### src/rtl/pipe_hazard_ctrl.sv
// rtl/pipe_hazard_ctrl.sv - stall/hold/bubble controller for the 5-stage MIPS pipeline
//
// Purpose:
//   Decodes the instructions in the D, E and M pipeline registers. Holds PC and D
//   and bubbles E when an operand in D is not ready in time for its Tuse, or when
//   D needs the HI/LO unit while a multiply/divide is in flight.
//
// Ports:
//   clk      in   1   clock, rising edge
//   rst      in   1   synchronous, active-high reset (clears the busy counter)
//   instrD   in  32   instruction in D stage
//   instrE   in  32   instruction in E stage
//   instrM   in  32   instruction in M stage
//   stall    out  1   hazard detected this cycle (combinational)
//   pc_en    out  1   PC write enable (~stall)
//   d_en     out  1   D register enable (~stall)
//   e_clr    out  1   E register clear, inserts a nop (stall)
//   md_busy  out  1   mult/div unit occupied

module pipe_hazard_ctrl #(
   parameter int MULT_CYCLES = 5,
   parameter int DIV_CYCLES  = 10,
   parameter int CNT_W       = 4
) (
   input  logic        clk,
   input  logic        rst,
   input  logic [31:0] instrD,
   input  logic [31:0] instrE,
   input  logic [31:0] instrM,
   output logic        stall,
   output logic        pc_en,
   output logic        d_en,
   output logic        e_clr,
   output logic        md_busy
);

   localparam logic [5:0] OP_SPECIAL = 6'b000000;
   localparam logic [5:0] OP_ORI     = 6'b001101;
   localparam logic [5:0] OP_LW      = 6'b100011;
   localparam logic [5:0] OP_SW      = 6'b101011;
   localparam logic [5:0] OP_BEQ     = 6'b000100;
   localparam logic [5:0] OP_LUI     = 6'b001111;
   localparam logic [5:0] OP_JAL     = 6'b000011;

   localparam logic [5:0] FN_ADDU  = 6'b100001;
   localparam logic [5:0] FN_SUBU  = 6'b100011;
   localparam logic [5:0] FN_JR    = 6'b001000;
   localparam logic [5:0] FN_MULT  = 6'b011000;
   localparam logic [5:0] FN_MULTU = 6'b011001;
   localparam logic [5:0] FN_DIV   = 6'b011010;
   localparam logic [5:0] FN_DIVU  = 6'b011011;
   localparam logic [5:0] FN_MFHI  = 6'b010000;
   localparam logic [5:0] FN_MFLO  = 6'b010010;
   localparam logic [5:0] FN_MTHI  = 6'b010001;
   localparam logic [5:0] FN_MTLO  = 6'b010011;

   // Source usage of one instruction: valid flag and Tuse for rs and rt.
   typedef struct packed {
      logic       rs_v;
      logic [1:0] rs_t;
      logic       rt_v;
      logic [1:0] rt_t;
   } src_t;

   function automatic src_t src_of(input logic [31:0] ins);
      src_t s;
      s = '0;
      case (ins[31:26])
         OP_SPECIAL: begin
            case (ins[5:0])
               FN_ADDU, FN_SUBU, FN_MULT, FN_MULTU, FN_DIV, FN_DIVU: begin
                  s.rs_v = 1'b1; s.rs_t = 2'd1;
                  s.rt_v = 1'b1; s.rt_t = 2'd1;
               end
               FN_JR: begin
                  s.rs_v = 1'b1; s.rs_t = 2'd0;
               end
               FN_MTHI, FN_MTLO: begin
                  s.rs_v = 1'b1; s.rs_t = 2'd1;
               end
               default: s = '0;
            endcase
         end
         OP_ORI, OP_LW: begin
            s.rs_v = 1'b1; s.rs_t = 2'd1;
         end
         OP_SW: begin
            s.rs_v = 1'b1; s.rs_t = 2'd1;
            s.rt_v = 1'b1; s.rt_t = 2'd2;
         end
         OP_BEQ: begin
            s.rs_v = 1'b1; s.rs_t = 2'd0;
            s.rt_v = 1'b1; s.rt_t = 2'd0;
         end
         default: s = '0;
      endcase
      return s;
   endfunction

   // Destination register; 0 means "writes nothing", which also covers $0 immunity.
   function automatic logic [4:0] dst_of(input logic [31:0] ins);
      logic [4:0] d;
      d = 5'd0;
      case (ins[31:26])
         OP_SPECIAL: begin
            case (ins[5:0])
               FN_ADDU, FN_SUBU, FN_MFHI, FN_MFLO: d = ins[15:11];
               default:                            d = 5'd0;
            endcase
         end
         OP_ORI, OP_LUI, OP_LW: d = ins[20:16];
         OP_JAL:                d = 5'd31;
         default:               d = 5'd0;
      endcase
      return d;
   endfunction

   // Cycles until the result exists, measured from the E stage.
   function automatic logic [1:0] tnew_e_of(input logic [31:0] ins);
      logic [1:0] t;
      t = 2'd0;
      case (ins[31:26])
         OP_LW:          t = 2'd2;
         OP_ORI, OP_LUI: t = 2'd1;
         OP_SPECIAL: begin
            case (ins[5:0])
               FN_ADDU, FN_SUBU, FN_MFHI, FN_MFLO: t = 2'd1;
               default:                            t = 2'd0;
            endcase
         end
         default: t = 2'd0;
      endcase
      return t;
   endfunction

   // From the M stage only a load still has a result outstanding.
   function automatic logic [1:0] tnew_m_of(input logic [31:0] ins);
      return (ins[31:26] == OP_LW) ? 2'd1 : 2'd0;
   endfunction

   function automatic logic is_muldiv(input logic [31:0] ins);
      return (ins[31:26] == OP_SPECIAL) &&
             (ins[5:0] == FN_MULT || ins[5:0] == FN_MULTU ||
              ins[5:0] == FN_DIV  || ins[5:0] == FN_DIVU);
   endfunction

   function automatic logic is_div(input logic [31:0] ins);
      return (ins[31:26] == OP_SPECIAL) &&
             (ins[5:0] == FN_DIV || ins[5:0] == FN_DIVU);
   endfunction

   // Any instruction that touches HI/LO must wait for the unit to go idle.
   function automatic logic uses_hilo(input logic [31:0] ins);
      return is_muldiv(ins) ||
             ((ins[31:26] == OP_SPECIAL) &&
              (ins[5:0] == FN_MFHI || ins[5:0] == FN_MFLO ||
               ins[5:0] == FN_MTHI || ins[5:0] == FN_MTLO));
   endfunction

   // One operand against one producer stage.
   function automatic logic conflict(input logic       use_v,
                                     input logic [1:0] tuse,
                                     input logic [4:0] src,
                                     input logic [4:0] dst,
                                     input logic [1:0] tnew);
      return use_v && (dst != 5'd0) && (src == dst) && (tuse < tnew);
   endfunction

   src_t       srcD;
   logic [4:0] rsD, rtD;
   logic [4:0] dstE, dstM;
   logic [1:0] tnewE, tnewM;
   logic       data_stall;
   logic       md_stall;
   logic       md_start;
   logic [CNT_W-1:0] cnt;

   always_comb begin
      srcD  = src_of(instrD);
      rsD   = instrD[25:21];
      rtD   = instrD[20:16];
      dstE  = dst_of(instrE);
      dstM  = dst_of(instrM);
      tnewE = tnew_e_of(instrE);
      tnewM = tnew_m_of(instrM);
   end

   always_comb begin
      data_stall = conflict(srcD.rs_v, srcD.rs_t, rsD, dstE, tnewE) |
                   conflict(srcD.rs_v, srcD.rs_t, rsD, dstM, tnewM) |
                   conflict(srcD.rt_v, srcD.rt_t, rtD, dstE, tnewE) |
                   conflict(srcD.rt_v, srcD.rt_t, rtD, dstM, tnewM);
   end

   // The start cycle itself counts as busy, so the counter only covers the tail.
   assign md_start = is_muldiv(instrE);
   assign md_busy  = md_start | (cnt != '0);
   assign md_stall = md_busy & uses_hilo(instrD);

   always_ff @(posedge clk) begin
      if (rst) begin
         cnt <= '0;
      end else if (cnt == '0) begin
         if (md_start)
            cnt <= is_div(instrE) ? CNT_W'(DIV_CYCLES) : CNT_W'(MULT_CYCLES);
      end else begin
         // A new start while busy is dropped; D would have been stalled anyway.
         cnt <= cnt - CNT_W'(1);
      end
   end

   assign stall = data_stall | md_stall;
   assign pc_en = ~stall;
   assign d_en  = ~stall;
   assign e_clr = stall;

endmodule
### config.mk
export PLATFORM = sky130hd
export DESIGN_NAME = pipe_hazard_ctrl
export DESIGN_NICKNAME = d
export VERILOG_FILES = /design/src/rtl/pipe_hazard_ctrl.sv
export SDC_FILE = /design/constraint.sdc
export NUM_CORES = 1
export LEC_CHECK = 0
export ABC_AREA = 1
export CAP_MARGIN = 10
export CORE_AREA = 2 2 67 69
export CTS_CLUSTER_DIAMETER = 100
export CTS_CLUSTER_SIZE = 8
export DETAILED_ROUTE_END_ITERATION = 10
export DIE_AREA = 0 0 69 71
export PLACE_DENSITY = 0.84
export SLEW_MARGIN = 20
export SYNTH_ARGS = -nofsm -noshare
export SYNTH_HDL_FRONTEND = slang
export SYNTH_SLANG_ARGS = --single-unit
### constraint.sdc
create_clock -name clk -period 2.3 [get_ports clk]
set_clock_uncertainty 0.05 [all_clocks]
set_input_delay 0.345 -clock clk [delete_from_list [all_inputs] [get_ports clk]]
set_output_delay 0.345 -clock clk [all_outputs]
set_load 0.02 [all_outputs]
==> flow_summary.json <==
{
  "synth_edf_count": 0,
  "hold_ws_ns": 0.452,
  "count_of_hold_buffers_inserted_by_post_cts_repair": 0,
  "grt_setup_unrepaired": "true",
  "clock_tree.htree_level_count": 1,
  "min_path_type": "reg2reg",
  "syn_nets": 402,
  "floorplan_die_height_um": 71,
  "synth.ff_latch_count": 4,
  "gp_routability_congestion": 0.876,
  "grt_first_pass_wirelength_um": 9290,
  "worst_case_setup_slack_after_placement_ns": -0.853,
  "overall_fraction_of_global_route_tracks_in_use_pct": 22.0,
  "largest_register_ff_count": 4,
  "post_route_fraction_of_the_period_consumed_by_the_critical_path_pct": 104,
  "layout_top_registers": "cnt (4)",
  "io_buffers": 71,
  "final_core_utilization_pct": 68.3,
  "core_area_um2": 4200,
  "die_area_um2": 4900,
  "synth_area_per_cell_um2": 4.85,
  "cp_data_arrival_time_ns": 1.99,
  "hold_viol": 0,
  "yosysWarningCount": 0,
  "critical_path_peak_fanout": 3,
  "regToRegSetupSlack_ns": 0.73,
  "failed_checks": "setup timing",
  "area_growth_syn_to_layout_pct": 96.1,
  "final.min_clock_period_ns": 2.38,
  "post_route_cells_drive_above_1_share_pct": 42.0,
  "synth_ff_type": "dfxtp_1",
  "vdd_drop_max_uv": 214,
  "drt_pre_antenna_iters": 4,
  "worst-path-stages": 12,
  "syn_area_um2": 1460,
  "combinationalPowerShare_pct": 68.2,
  "power.share.switching_pct": 44.1,
  "num-nets-final": 507,
  "timing.reg2reg.worst_path_depth": 9,
  "cellLeakagePower_nw": 1.52,
  "antenna_cells_inserted": 0,
  "worstSetupStartpoint": "instrM[13]",
  "antenna_left": 0,
  "achievable-frequency_mhz": 419,
  "synth.lib_cells_used.distinct": 27,
  "hold_path.startpoint": "cnt[1]",
  "cts.path.max_buffers": 2,
  "cpLargestDelayFamily": "simple AND/OR/NAND/NOR gates",
  "total_number_of_vias": 2383,
  "num_rows": 24,
  "finalInstanceArea_um2": 2870,
  "via_per_instance_ratio": 5.21,
  "clk_root_buffer_cell": "clkbuf_8",
  "setup.worst_path.class": "in2out",
  "floorplan.initialDensity_pct": 34.8,
  "postLayoutSetupSlackWorst_ns": -0.0844,
  "reg2reg_to": "cnt[0]",
  "clkPwrFrac_pct": 18.6,
  "clock_insertion_delay_worst_skew_ns": 0.22,
  "max_cap_violations": 0,
  "post_drt_wl_per_cell_um": 13.5,
  "crit_chain": "clkdlybuf4s50_1 -> nand4_1 -> nor2_1 -> nor2_4 -> nand2_1 -> nand3_1 -> nor2_1 -> nand2_1 -> inv_1 -> nor2_1 -> nand2_1 -> buf_6",
  "io_pins": 103,
  "slew_violations": 0,
  "dieWidth_um": 69,
  "first_global_vias": 2218,
  "placed_cell_area_um2": 2340,
  "registers.top_by_ff_count": "cnt",
  "post_synth_inst_count": 302,
  "crit-reg2reg-launch": "cnt[0]",
  "drtIter0Drc": 81,
  "synthArstFlopShare_pct": 0,
  "setup_viol": 4,
  "grt_start_max_net_pins": 8,
  "numCtsBuffers": 3,
  "cp_slowest_stage_delay_ns": 0.49,
  "run_status": "complete, but fails checks",
  "drc": 0,
  "postRouteWirelength_um": 6190,
  "timing.critical_path.required_ns": 1.90,
  "int_pwr_mw": 0.459,
  "timing.critical_path.buf_inv": 3,
  "place_hpwl_um": 4010,
  "worstSetupStartpointType": "input port",
  "measured_slew_at_the_worst_slew_check_pin_ns": 0.335,
  "switching_power_mw": 0.363,
  "power.sequential.fraction_pct": 13.3,
  "critPathCaptureType": "primary output",
  "slew_headroom_pct": 77.1,
  "filler_cell_count": 348,
  "cts.reportedPaths.clkPinSlew_ns": 0.03,
  "seq_area_frac_synth_pct": 5.47,
  "crit_end": "stall",
  "powerDensity_nw_per_um2": 286,
  "number_of_antenna_violations_at_the_first_check_in_global_routing": 0,
  "overflow": 0,
  "clock_sink_count": 4,
  "cts_tree": "built",
  "fin_total_pwr_mw": 0.822,
  "cpMaxStageDelayCell": "clkdlybuf4s50_1"
}
==> Yosys cell counts, types with 3 or more instances <==
cell type | instances | area [µm²]
nor2_2 | 4 | 25.0
nand3_2 | 7 | 70.1
nand2_2 | 5 | 31.3
o21ai_1 | 3 | 15.0
a21oi_1 | 4 | 20.0
nor2_1 | 48 | 180
dfxtp_1 | 4 | 80.1
inv_2 | 4 | 15.0
nand2_1 | 105 | 394
nand4_1 | 7 | 43.8
nor2_4 | 4 | 45.0
a21oi_2 | 4 | 35.0
inv_1 | 48 | 180
nand3_1 | 38 | 190
==> metrics by stage <==
stage               TNS [ns]  cells
global route          -0.638    457
detailed placement     -3.55    438
finish                -0.237    457
global placement       -3.42    438
floorplan                  0    302
CTS                        0    456
==> placed cells by master, fill, tap and decap left out, drive strengths merged, types with 4 or more instances in the layout <==
cell / count
buf: 47
dfxtp: 4
nand2: 111
clkbuf: 10
nand4: 8
clkdlybuf4s15: 8
o21ai: 4
nand3: 45
inv: 52
clkdlybuf4s50: 31
a21oi: 8
dlygate4sd2: 7
nor2: 56
==> logic make-up after synthesis <==
family / share of synthesized area, %
compound gates: 7.69
buf+inv: 14.4
flops: 5.47
fa+ha+maj: 1.71
simple gates: 70.8
==> timing repair <==
action                                  CTS  global route
buffers inserted                         15             1
pin swaps                                75            54
cloned                                    0             0
resized for setup                       176            71
endpoints found under the hold margin     0             0
endpoints found under the setup margin    5             4
==> how the worst min path moves through the flow <==
stage,endpoint,slack [ns],depth (start not counted)
CTS,cnt[1],0.44,2
floorplan,cnt[1],0.36,1
global route,cnt[1],0.47,2
detailed placement,cnt[1],0.41,2
finish,cnt[1],0.45,2
global placement,cnt[1],0.40,2
==> cell type report <==
class	instances	area (µm²)	share of cell area [%]
Inverter	52	195	6.80
Multi-Input combinational cell	244	1590	55.5
Tap cell	52	65.1	2.27
Sequential cell	4	80.1	2.79
Timing Repair Buffer	102	895	31.2
Clock buffer	3	41.3	1.44
==> metal layers <==
| layer | global-route usage [%] | vias to the layer above | share of wire [%] |
|---|---|---|---|
| li1 | - | 1160 | - |
| met1 | 24.8 | 1081 | 37 |
| met2 | 42.5 | 120 | 53 |
| met3 | 4.42 | 22 | 7.3 |
| met4 | 4.36 | 0 | 2.6 |
| met5 | 0 | - | 0 |
==> worst reg2reg max path, stage by stage, from the launching register on <==
cell	delay (ns)
dfxtp_1	0.29
inv_1	0.10
ha_1	0.17
nand2_1	0.08
nor2_1	0.14
nand2_1	0.10
buf_4	0.14
o21ai_1	0.15
a21oi_1	0.08
a211oi_1	0.17
==> power by group through the flow <==
stage / Sequential, mW / Clock, mW / Combinational (mW)
3_3_place_gp: 0.107 / 0 / 0.483
5_1_grt: 0.110 / 0.158 / 0.612
2_1_floorplan: 0.105 / 0 / 0.259
4_1_cts: 0.108 / 0.152 / 0.524
3_5_place_dp: 0.108 / 0 / 0.496
6_report: 0.109 / 0.153 / 0.560
(Power assumes the default switching activity.)
